File: src/rtl/imm_extend_pipe_if.sv
// Handshake bundle for imm_extend_pipe: instruction in, extended immediate out.
interface imm_extend_pipe_if #(
    parameter int IW  = 8,
    parameter int OPW = 3,
    parameter int DW  = 16
);
    logic           in_valid;
    logic           in_ready;
    logic [IW-1:0]  instr;
    logic           out_valid;
    logic           out_ready;
    logic [DW-1:0]  imm;
    logic [OPW-1:0] op_out;
    logic           imm_signed;
    logic           prefix_pending;

    modport master (
        output in_valid, instr, out_ready,
        input  in_ready, out_valid, imm, op_out, imm_signed, prefix_pending
    );

    modport slave (
        input  in_valid, instr, out_ready,
        output in_ready, out_valid, imm, op_out, imm_signed, prefix_pending
    );
endinterface

File: src/rtl/imm_extend_pipe.sv
// Registered immediate extractor: splits opcode/field, sign- or zero-extends per opcode.
// Define IMM_PREFIX_EN to build the prefix FSM that forms double-width immediates.
module imm_extend_pipe #(
    parameter int             IW          = 8,
    parameter int             OPW         = 3,
    parameter int             DW          = 16,
    parameter logic [(1<<OPW)-1:0] SIGNED_MASK = 8'b0001_1000,
    parameter logic [OPW-1:0] PREFIX_OP   = 3'd7
) (
    input  logic clk,
    input  logic rst_n,
    input  logic flush,
    imm_extend_pipe_if.slave bus
);
    localparam int FW = IW - OPW;

`ifdef IMM_PREFIX_EN
    localparam logic PREFIX_EN = 1'b1;
`else
    localparam logic PREFIX_EN = 1'b0;
`endif

    function automatic logic [DW-1:0] extend_single(input logic [FW-1:0] f, input logic sgn);
        return {{(DW-FW){sgn & f[FW-1]}}, f};
    endfunction

    function automatic logic [DW-1:0] extend_double(input logic [2*FW-1:0] v, input logic sgn);
        return {{(DW-2*FW){sgn & v[2*FW-1]}}, v};
    endfunction

    logic [FW-1:0]  field;
    logic [OPW-1:0] op;
    logic           op_signed;
    logic           accept;
    logic           is_pfx;
    logic           emit;
    logic           pfx_active;
    logic [FW-1:0]  pfx_val;

    logic           out_valid_q, out_valid_d;
    logic [DW-1:0]  imm_q, imm_d;
    logic [OPW-1:0] op_q, op_d;
    logic           imm_signed_q, imm_signed_d;

    assign field     = bus.instr[FW-1:0];
    assign op        = bus.instr[IW-1:FW];
    assign op_signed = SIGNED_MASK[op];

    // in_ready depends only on the output register and the consumer
    assign bus.in_ready = !out_valid_q || bus.out_ready;
    assign accept       = bus.in_valid && bus.in_ready;
    assign is_pfx       = PREFIX_EN && (op == PREFIX_OP);
    assign emit         = accept && !is_pfx;

`ifdef IMM_PREFIX_EN
    typedef enum logic {IDLE = 1'b0, PEND = 1'b1} state_t;

    state_t        state_q, state_d;
    logic [FW-1:0] pfx_q, pfx_d;

    always_ff @(posedge clk or negedge rst_n) begin
        if (!rst_n) begin
            state_q <= IDLE;
            pfx_q   <= '0;
        end else begin
            state_q <= state_d;
            pfx_q   <= pfx_d;
        end
    end

    always_comb begin
        state_d = state_q;
        pfx_d   = pfx_q;
        if (flush) begin
            state_d = IDLE;
        end else if (accept) begin
            state_d = is_pfx ? PEND : IDLE;
            if (is_pfx) pfx_d = field;
        end
    end

    always_comb begin
        pfx_active = (state_q == PEND);
        pfx_val    = pfx_q;
    end
`else
    assign pfx_active = 1'b0;
    assign pfx_val    = '0;
`endif

    assign bus.prefix_pending = pfx_active;

    always_comb begin
        out_valid_d  = out_valid_q;
        imm_d        = imm_q;
        op_d         = op_q;
        imm_signed_d = imm_signed_q;
        // flush wins over both a new accept and the consumer draining the output
        if (flush) begin
            out_valid_d = 1'b0;
        end else if (emit) begin
            out_valid_d  = 1'b1;
            op_d         = op;
            imm_signed_d = op_signed;
            imm_d        = pfx_active ? extend_double({pfx_val, field}, op_signed)
                                      : extend_single(field, op_signed);
        end else if (bus.out_ready) begin
            out_valid_d = 1'b0;
        end
    end

    always_ff @(posedge clk or negedge rst_n) begin
        if (!rst_n) begin
            out_valid_q  <= 1'b0;
            imm_q        <= '0;
            op_q         <= '0;
            imm_signed_q <= 1'b0;
        end else begin
            out_valid_q  <= out_valid_d;
            imm_q        <= imm_d;
            op_q         <= op_d;
            imm_signed_q <= imm_signed_d;
        end
    end

    assign bus.out_valid  = out_valid_q;
    assign bus.imm        = imm_q;
    assign bus.op_out     = op_q;
    assign bus.imm_signed = imm_signed_q;
endmodule

File: src/flat_wrapper.sv
// flat-port wrapper written by rule: the top's interface ports become plain ports
module imm_extend_pipe_flat 
#(
    parameter int             IW          = 8,
    parameter int             OPW         = 3,
    parameter int             DW          = 16,
    parameter logic [(1<<OPW)-1:0] SIGNED_MASK = 8'b0001_1000,
    parameter logic [OPW-1:0] PREFIX_OP   = 3'd7
)
  (clk, rst_n, flush, bus_in_valid, bus_instr, bus_out_ready, bus_in_ready, bus_out_valid, bus_imm, bus_op_out, bus_imm_signed, bus_prefix_pending);
  imm_extend_pipe_if #(.IW(IW), .OPW(OPW), .DW(DW)) bus_i ();
  input  logic clk;
  input  logic rst_n;
  input  logic flush;
  input wire logic [$bits(bus_i.in_valid)-1:0] bus_in_valid;
  input wire logic [$bits(bus_i.instr)-1:0] bus_instr;
  input wire logic [$bits(bus_i.out_ready)-1:0] bus_out_ready;
  output wire logic [$bits(bus_i.in_ready)-1:0] bus_in_ready;
  output wire logic [$bits(bus_i.out_valid)-1:0] bus_out_valid;
  output wire logic [$bits(bus_i.imm)-1:0] bus_imm;
  output wire logic [$bits(bus_i.op_out)-1:0] bus_op_out;
  output wire logic [$bits(bus_i.imm_signed)-1:0] bus_imm_signed;
  output wire logic [$bits(bus_i.prefix_pending)-1:0] bus_prefix_pending;
  assign bus_i.in_valid = bus_in_valid;
  assign bus_i.instr = bus_instr;
  assign bus_i.out_ready = bus_out_ready;
  assign bus_in_ready = bus_i.in_ready;
  assign bus_out_valid = bus_i.out_valid;
  assign bus_imm = bus_i.imm;
  assign bus_op_out = bus_i.op_out;
  assign bus_imm_signed = bus_i.imm_signed;
  assign bus_prefix_pending = bus_i.prefix_pending;
  imm_extend_pipe #(.IW(IW), .OPW(OPW), .DW(DW), .SIGNED_MASK(SIGNED_MASK), .PREFIX_OP(PREFIX_OP)) u_core (.clk(clk), .rst_n(rst_n), .flush(flush), .bus(bus_i));
endmodule
File: config.mk
export PLATFORM = sky130hd
export DESIGN_NAME = imm_extend_pipe_flat
export DESIGN_NICKNAME = d
export VERILOG_FILES = /design/src/rtl/imm_extend_pipe_if.sv /design/src/rtl/imm_extend_pipe.sv /design/src/flat_wrapper.sv
export SDC_FILE = /design/constraint.sdc
export NUM_CORES = 1
export LEC_CHECK = 0
export CORE_MARGIN = 2
export CORE_UTILIZATION = 34
export CTS_CLUSTER_DIAMETER = 120
export DETAILED_ROUTE_END_ITERATION = 12
export PLACE_DENSITY = 0.81
export SLEW_MARGIN = 20
export SYNTH_ARGS = -nofsm -noshare
export SYNTH_HDL_FRONTEND = slang
export SYNTH_SLANG_ARGS = --single-unit
File: constraint.sdc
create_clock -name clk -period 1.4 [get_ports clk]
set_input_delay 0.28 -clock clk [delete_from_list [all_inputs] [get_ports clk]]
set_output_delay 0.28 -clock clk [all_outputs]
set_load 0.01 [all_outputs]
# Word level (Yosys, flattened, before mapping)
# Memories as Yosys holds them, arrays and structs flattened.
# Index checks and enable logic that the tools add are counted.
# word_totals
register_bits,11
romBits,8
mem_count,1
# memory_table
name,words,word_bits,rd,rd_ports_with_merged_regs,write_ports,line_no,source
(no name shown),8,1,1,0,0,imm_extend_pipe.sv:47,assign op_signed = SIGNED_MASK[op];
# classes
n_lt_le_gt_ge,1
n_mux,4
bitwise,2
n_reduce_logical,5
# op_table
op,n
3-bit by 4-bit < comparator with 1-bit output (second input constant),1
1-bit two-way mux,4
3-bit nonzero test,1
2-bit AND reduction,1
1-bit bitwise AND,1
1-bit logical AND,1
1-bit logical NOT,1
1-bit logical OR,1
1-bit NOT,1

# Logic depth before layout (Yosys ltp)
# Gate-level depths: netlist (run 1).
# logic_depth
depth_word,5
ltp_mapped,3
depth_no_buf,3

# Worst setup path after synthesis (run 1)
# No wires, ideal clock.
# synth_path
kind,reg-to-reg
from,"reg u_core.out_valid_q, in the netlist u_core.bus.out_valid"
to,"reg u_core.imm_q[0], in the netlist u_core.bus.imm[0]"
arrival_ps,1204
setup_slack_ps,71
stages_incl_launch_ff,4
cell_sequence,dfrtp_1 nor2b_4 nor3_4 mux2_2
# synth_between
elab_chain_cells,4
# synth_lines
element,line_no,source
start: declaration,imm_extend_pipe.sv:40,"logic out_valid_q, out_valid_d;"
start signal: assignment,imm_extend_pipe.sv:119,out_valid_q <= out_valid_d;
1-bit logical NOT,imm_extend_pipe.sv:50,assign bus.in_ready = !out_valid_q || bus.out_ready;
1-bit logical OR,imm_extend_pipe.sv:50,
1-bit logical AND,imm_extend_pipe.sv:51,assign accept = bus.in_valid && bus.in_ready;
2-bit AND reduction (no source line),--,
end signal: assignment,imm_extend_pipe.sv:120,imm_q <= imm_d;
end: declaration,imm_extend_pipe.sv:41,"logic [DW-1:0] imm_q, imm_d;"
# No other way between the ends.
# A chain may end at the register's enable or synchronous reset.

# Worst setup path after layout (run 1)
# layout_path
from,"reg, netlist name u_core.bus.imm[5]"
to,out bus_imm[14]
# layout_lines
element,line_no,source
end: declaration,flat_wrapper.sv:20,output wire logic [$bits(bus_i.imm)-1:0] bus_imm;
# No word-level cell between the ends.

==> results of run 1 <==
## power breakdown
group	internal, mW	switching, mW
Sequential	0.366	0.0208
Clock	0.110	0.0963
Combinational	0.162	0.113
## per-layer routing
| layer | track usage | vias up |
|---|---|---|
| li1 | - | 197 |
| met1 | 0.131 | 199 |
| met2 | 0.232 | 20 |
| met3 | 0.0292 | 2 |
| met4 | 0.0909 | 0 |
| met5 | 0 | - |
## final timing paths
path | cells after the start | end | start | slack, ps
min in group clk | 1 | u_core.bus.op_out[0] | u_core.bus.op_out[0] | 500
setup reg to reg | 4 | u_core.bus.op_out[2] | u_core.bus.out_valid | 70
hold / removal | 1 | u_core.bus.op_out[1] | rst_n | 350
max in group asynchronous | 1 | u_core.bus.imm[5] | rst_n | 700
setup / recovery | 2 | bus_imm[14] | u_core.bus.imm[5] | 40
hold reg to reg | 1 | u_core.bus.op_out[0] | u_core.bus.op_out[0] | 500
## cell families (layout without fill, tap and decap cells)
group / Yosys count / in the layout / share of synthesized area
AOI/OAI and AO/OA: 4 / 4 / 0.0556
buffers and inverters: 13 / 46 / 0.167
DFF: 11 / 11 / 0.509
muxes: 9 / 9 / 0.188
other: 1 / 1 / 0.00694
and+or+nand+nor: 4 / 4 / 0.0741
## final cells by class
type | count | share of cell area
flip-flops and latches | 11 | 0.316
multi-input cells | 18 | 0.200
inverters | 2 | 0.00858
well taps | 16 | 0.0229
clock buffers | 4 | 0.0300
repair buffers | 40 | 0.422
## sequential cells by signal (all words and copies together) (netlist names)
signal,count
u_core.bus.imm,6
u_core.bus.op_out,3
u_core.bus.imm_signed,1
u_core.bus.out_valid,1
## worst max-delay path, cell delays in order, from the launching register on
cell and delay [ps]:
sky130_fd_sc_hd__dfrtp_2 400, sky130_fd_sc_hd__buf_4 150, sky130_fd_sc_hd__dlygate4sd2_1 280
## synth_stat cells
master and instances:
sky130_fd_sc_hd__mux2_2 9, sky130_fd_sc_hd__a31o_2 1, sky130_fd_sc_hd__buf_4 11, sky130_fd_sc_hd__nand2_1 1, sky130_fd_sc_hd__o22ai_1 1, sky130_fd_sc_hd__nor2b_4 1
sky130_fd_sc_hd__nand2b_1 1, sky130_fd_sc_hd__inv_1 2, sky130_fd_sc_hd__o31a_2 1, sky130_fd_sc_hd__nor3_4 1, sky130_fd_sc_hd__dfrtp_1 11, sky130_fd_sc_hd__a21oi_1 1
sky130_fd_sc_hd__conb_1 1
## repair_timing
item | 4_1_cts | 5_1_grt
setup endpoints to repair | 22 | 14
pin swaps | 0 | 1
setup buffers | 2 | 0
gates cloned | 0 | 0
gates resized for setup | 26 | 6
==> results summary, run 1 <==
After detailed routing, the wire length on met1 is 419 um. The overall routed net length came out at 1.10 mm. The worst setup path is launched from a flip-flop. Leaving out fill and tap cells, the most frequent cells in the layout are 17 x sky130_fd_sc_hd__dlygate4sd2_1, 11 x sky130_fd_sc_hd__clkdlybuf4s50_1, 10 x sky130_fd_sc_hd__dfrtp_1, 9 x sky130_fd_sc_hd__mux2_2, 5 x sky130_fd_sc_hd__clkdlybuf4s15_1. The count of H-tree levels built during CTS came out at 1.

STA classifies the critical path endpoint as an output pin. The sequential-to-total area share from yosys stat came out at 0.509. Pin placement for this block handled 36 I/O pins.

The area of the core is 1510 um^2. The layout net count came out at 89. The average cell area after synthesis came out at 12.9 um^2. The wire length of the first global-routing pass is 1.76 mm.

The number of instances in the synthesized netlist is 42. The layout filler cell count came out at 143. For the final database, setup skew stands at 2.29 ps. Across the whole layout, storage elements account for 277 um^2. The source-to-sink clock delay at the later pin of the worst-skew pair came out at 260 ps. The die outline area came out at 1920 um^2. IR analysis of the VDD net gives a maximum drop of 652 uV. The CTS tree is yes. The number of clock buffers added by TritonCTS is 3. The number of antenna violations at the first check in global routing is 0. After clock tree synthesis, the clock-pin slew on the worst setup and hold paths is 70 ps. The largest fanout on the critical path came out at 6. The count of routing violations after the opening detailed-route iteration is 0. The portion of synthesized cell area occupied by the leading cell type is 0.509. The final period utilization came out at 0.974.

In this run the tool buffered the top-level ports with 34 buffer cells. The final critical-path setup slack came out at 37.1 ps. The endpoint required time on the critical path came out at 1120 ps. The horizontal extent of the die is 43.9 um. Sorting the synthesized cells by area gives the leading types as sky130_fd_sc_hd__dfrtp_1 51%, sky130_fd_sc_hd__mux2_2 19%, sky130_fd_sc_hd__buf_4 15%.

Across the run, the number of max-cap violations was 0. The share of post-route cells with drive strength above 1 came out at 0.320. The longest clock path from root to sink contains 2 buffers. The total global-route track usage came out at 0.130. The number of nets with antenna violations after routing is 0. The ratio of routed vias to standard cells came out at 4.59.

For this run, the detailed router's first-pass iteration total came to 1. The pre-CTS setup slack is -321 ps. STA puts the critical path data arrival time at 1080 ps. CTS placed an instance of sky130_fd_sc_hd__clkbuf_4 at the clock tree root. The wire length on met3 is 82 um. The count of clock tree sinks is 11.

Summing every instance area after synthesis gives 541 um^2. The final-report max-slew violation count is 0. The starting density of the core is 0.359. Routed signal wires occupy layers up through met4. The run finished with clean final reports. Buffers inserted to repair hold after CTS numbered 0. The residual overflow from global routing came out at 0.

The via count of the routed design is 418. In this run, placement finished with an instance count of 85. The final routed DRC violation total is 0. The number of synthesized register bits is 11. The total chip power is 0.868 mW. The cell area reported after detailed placement came out at 861 um^2. At the end of the flow the core is filled with cells to 0.581. The die is 43.9 um tall.

The distinct cell type count of the synthesized netlist is 13. The finished cells cover 875 um^2. The number of synthesis warnings came out at 0.

The congestion estimate from routability-driven global placement came to 0.672. The number of standard cells in the final layout excluding fillers came out at 91. The number of global-route vias before repair is 391. The highest clock rate is 734 MHz. The diode insertion count for antenna repair is 0. The leading area contributor after synthesis is sky130_fd_sc_hd__dfrtp_1.

The initialized floorplan defines 14 standard-cell rows. The count of final setup violators came out at 0. The tightest hold path in the finished design has a slack of 347 ps. The startpoint-to-endpoint class of the critical path is flip-flop to output pin. For the final routed database, the setup TNS stands at 0 ps.

The path type of the worst min-delay path is input port to async pin. Setup repair after global routing could not meet its margin everywhere. The wire length per cell after detailed routing came out at 12.1 um. The area of the multi-input gates came out at 175 um^2. The synthesized netlist net count came out at 55. The time the final worst path needs with I/O delays and setup is 1360 ps. Dividing total power by cell area gives a power density of 992 nW/um^2.

The met2 wirelength from detailed routing is 587 um. The count of final hold-check violations was 0. After legalization and detailed placement, the total HPWL measured 859 um. The largest net degree at the start of global routing is 12. The most common cell after layout, fill and taps aside is sky130_fd_sc_hd__dlygate4sd2_1. The leakage power figure is 0.424 nW. The area growth from synthesis to final layout is 61.8%.
Note: power is estimated with default switching activity, not from simulation.
==> run 2: changes to the inputs <==
--- a/config.mk
+++ b/config.mk
@@ -5,11 +5,10 @@
 export SDC_FILE = /design/constraint.sdc
 export NUM_CORES = 1
 export LEC_CHECK = 0
-export CORE_MARGIN = 2
 export CORE_UTILIZATION = 34
 export CTS_CLUSTER_DIAMETER = 120
 export DETAILED_ROUTE_END_ITERATION = 12
-export PLACE_DENSITY = 0.81
+export PLACE_DENSITY = 0.77
 export SLEW_MARGIN = 20
 export SYNTH_ARGS = -nofsm -noshare
 export SYNTH_HDL_FRONTEND = slang
==> run 2 against run 1 <==
Effect of this change:
- cell count did not move
- register-to-register slack gained 60 ps
- utilization increased by 0.26 points
- global-route usage up 0.24 points
- first-iteration DRC count increased by 1
==> results summary, run 2 (synthesis results as in run 1) <==
The flow ran to the end, and the final reports show no timing, DRC or antenna violations. The diode insertion count for antenna repair is 0. For this block, the via count after detailed routing is 405.

The clock reaches the later pin of the worst-skew pair after 260 ps. The count of final hold-check violations came out at 0. The horizontal extent of the die came out at 41.9 um. The first global-routing pass estimated 1.71 mm of wire. STA puts the critical path data required time at 1120 ps. Counting tap cells, the placed design contains a total of 85 instances. The number of max-cap violations came out at 0.

The ratio of routed vias to standard cells is 4.45. The tree is rooted in a sky130_fd_sc_hd__clkbuf_4. Across every metal layer, demand over resource in global routing totals 0.132. The startpoint-to-endpoint class of the critical path is flip-flop to output pin. The number of placement rows is 14. The count of clock tree sinks is 11.

The chip height came out at 41.9 um. For this run, the post-layout net count is 89. In the final layout, the share of cells above drive strength 1 is 0.320.

The clock edge transition at the registers on the reported setup and hold paths is 70 ps. The area growth from synthesis to final layout came out at 60.6%. The first detailed-routing pass took 2 iterations. The time the final worst path needs with I/O delays and setup came out at 1360 ps. Summing all non-filler instances in the final layout gives an area of 868 um^2.

In the finished design, the share of the clock period the worst path needs comes to 0.973. The layout filler cell count came out at 140. The count of final setup violators is 0. The final routed DRC violation total came out at 0. In the post-route analysis, the smallest setup slack over all paths is 37.2 ps. Once detail routing completed, the nets flagged for antenna violations numbered 0. Setup repair after global routing could not meet its margin everywhere. The path type of the worst min-delay path is input port to async pin. The final estimated routing congestion in global placement is 0.690. Timing would allow up to 734 MHz. The die covers 1750 um^2. Once placement finished, the instance area stood at 861 um^2. The top cell types in the final layout, fill and taps aside, are 22 x sky130_fd_sc_hd__dlygate4sd2_1, 11 x sky130_fd_sc_hd__clkdlybuf4s50_1, 10 x sky130_fd_sc_hd__dfrtp_1, 9 x sky130_fd_sc_hd__mux2_2, 4 x sky130_fd_sc_hd__buf_4.

The wire length per cell after detailed routing is 11.0 um. The total power density per cell area came out at 998 nW/um^2. The residual overflow from global routing came out at 0. The count of routing violations after the opening detailed-route iteration came out at 1. STA classifies the critical path endpoint as an output pin. STA classifies the critical path startpoint as a flip-flop. The deepest clock path buffer count came out at 2.

The number of global-route vias before repair is 406. The register cell area after layout came out at 277 um^2. TritonCTS built the clock tree. Data on the critical path arrives at its endpoint at 1080 ps. On the final layout, the worst clock skew is 3.86 ps. The overall routed net length came out at 1.00 mm.

The worst-case register-to-register setup slack came out at 130 ps. The number of primary I/O pins came out at 36. The largest fanout on the critical path is 6. Buffers inserted during clock tree synthesis total 3. The largest net degree at the start of global routing is 12. IR analysis of the VDD net gives a maximum drop of 557 uV. After the flow finishes, the layout carries non-filler instances totaling 91. The final-report max-slew violation count came to 0.

The most common cell after layout, fill and taps aside is sky130_fd_sc_hd__dlygate4sd2_1. The starting density of the core came out at 0.363. The number of flip-flops in the largest register is 6.

The number of antenna violations at the first check in global routing is 0. Timing analysis after detailed placement gives a worst setup slack of -308 ps. The region available for standard cell placement spans 1490 um^2. The area of the multi-input gates came out at 175 um^2.

The share of the core filled with cells in the final layout is 0.583. The number of buffers added on ports is 34. In this run the number of H-tree levels came out at 1. The leakage power figure came out at 0.440 nW.
==> run 2: cell count changes in the layout (fill, tap and decap cells not counted), sizes merged <==
cell           change
clkdlybuf4s15      -5
dlygate4sd2        +5
==> run 2: where the power goes <==
group	switching, mW	internal, mW	total [mW]
sequential	0.0210	0.366	0.387
clock	0.101	0.110	0.211
combinational	0.110	0.159	0.269
==> run 2: area by class of cell <==
| type | count | share of cell area |
|---|---|---|
| clock buffers | 4 | 0.0303 |
| repair buffers | 40 | 0.418 |
| multi-input cells | 18 | 0.202 |
| inverters | 2 | 0.00865 |
| flip-flops and latches | 11 | 0.318 |
| well taps | 16 | 0.0231 |
==> run 2: worst max-delay path: stages (launching register included) <==
cell	delay [ps]
sky130_fd_sc_hd__dfrtp_2	400
sky130_fd_sc_hd__buf_4	140
sky130_fd_sc_hd__dlygate4sd2_1	280
==> run 2: path summary, 6_finish.rpt <==
| kind | from | to | cells past startpoint |
|---|---|---|---|
| worst max-delay path | u_core.bus.imm[5] | bus_imm[14] | 2 |
| worst min-delay path | rst_n | u_core.bus.op_out[0] | 2 |
| worst max register to register | u_core.bus.out_valid | u_core.bus.op_out[0] | 4 |
| worst min register to register | u_core.bus.imm[3] | u_core.bus.imm[3] | 1 |
| max in group asynchronous | rst_n | u_core.bus.imm[5] | 2 |
| min in group clk | bus_out_ready | u_core.bus.out_valid | 4 |
==> run 2: per-stage QoR <==
step	setup TNS, ps	hold WS [ps]	power, mW
finish	0	304	0.867
global route	-112	302	0.926
global placement	-2440	491	0.710
floorplan	0	-15.6	0.538
CTS	0	304	0.883
detailed placement	-2380	494	0.716
==> run 2: what timing repair did <==
item	in CTS	in global routing
setup buffers	2	0
hold buffers	0	0
endpoints found under the setup margin	22	11
resized for setup	26	1
==> run 2: metal layers <==
metal / up-vias / GRT usage / wire, um / share of wire
met2: 23 / 0.206 / 482 / 0.48
met3: 0 / 0.0565 / 107 / 0.11
met4: 0 / 0.0774 / 0 / 0
li1: 195 / - / - / -
met5: - / 0 / 0 / 0
met1: 187 / 0.151 / 414 / 0.41
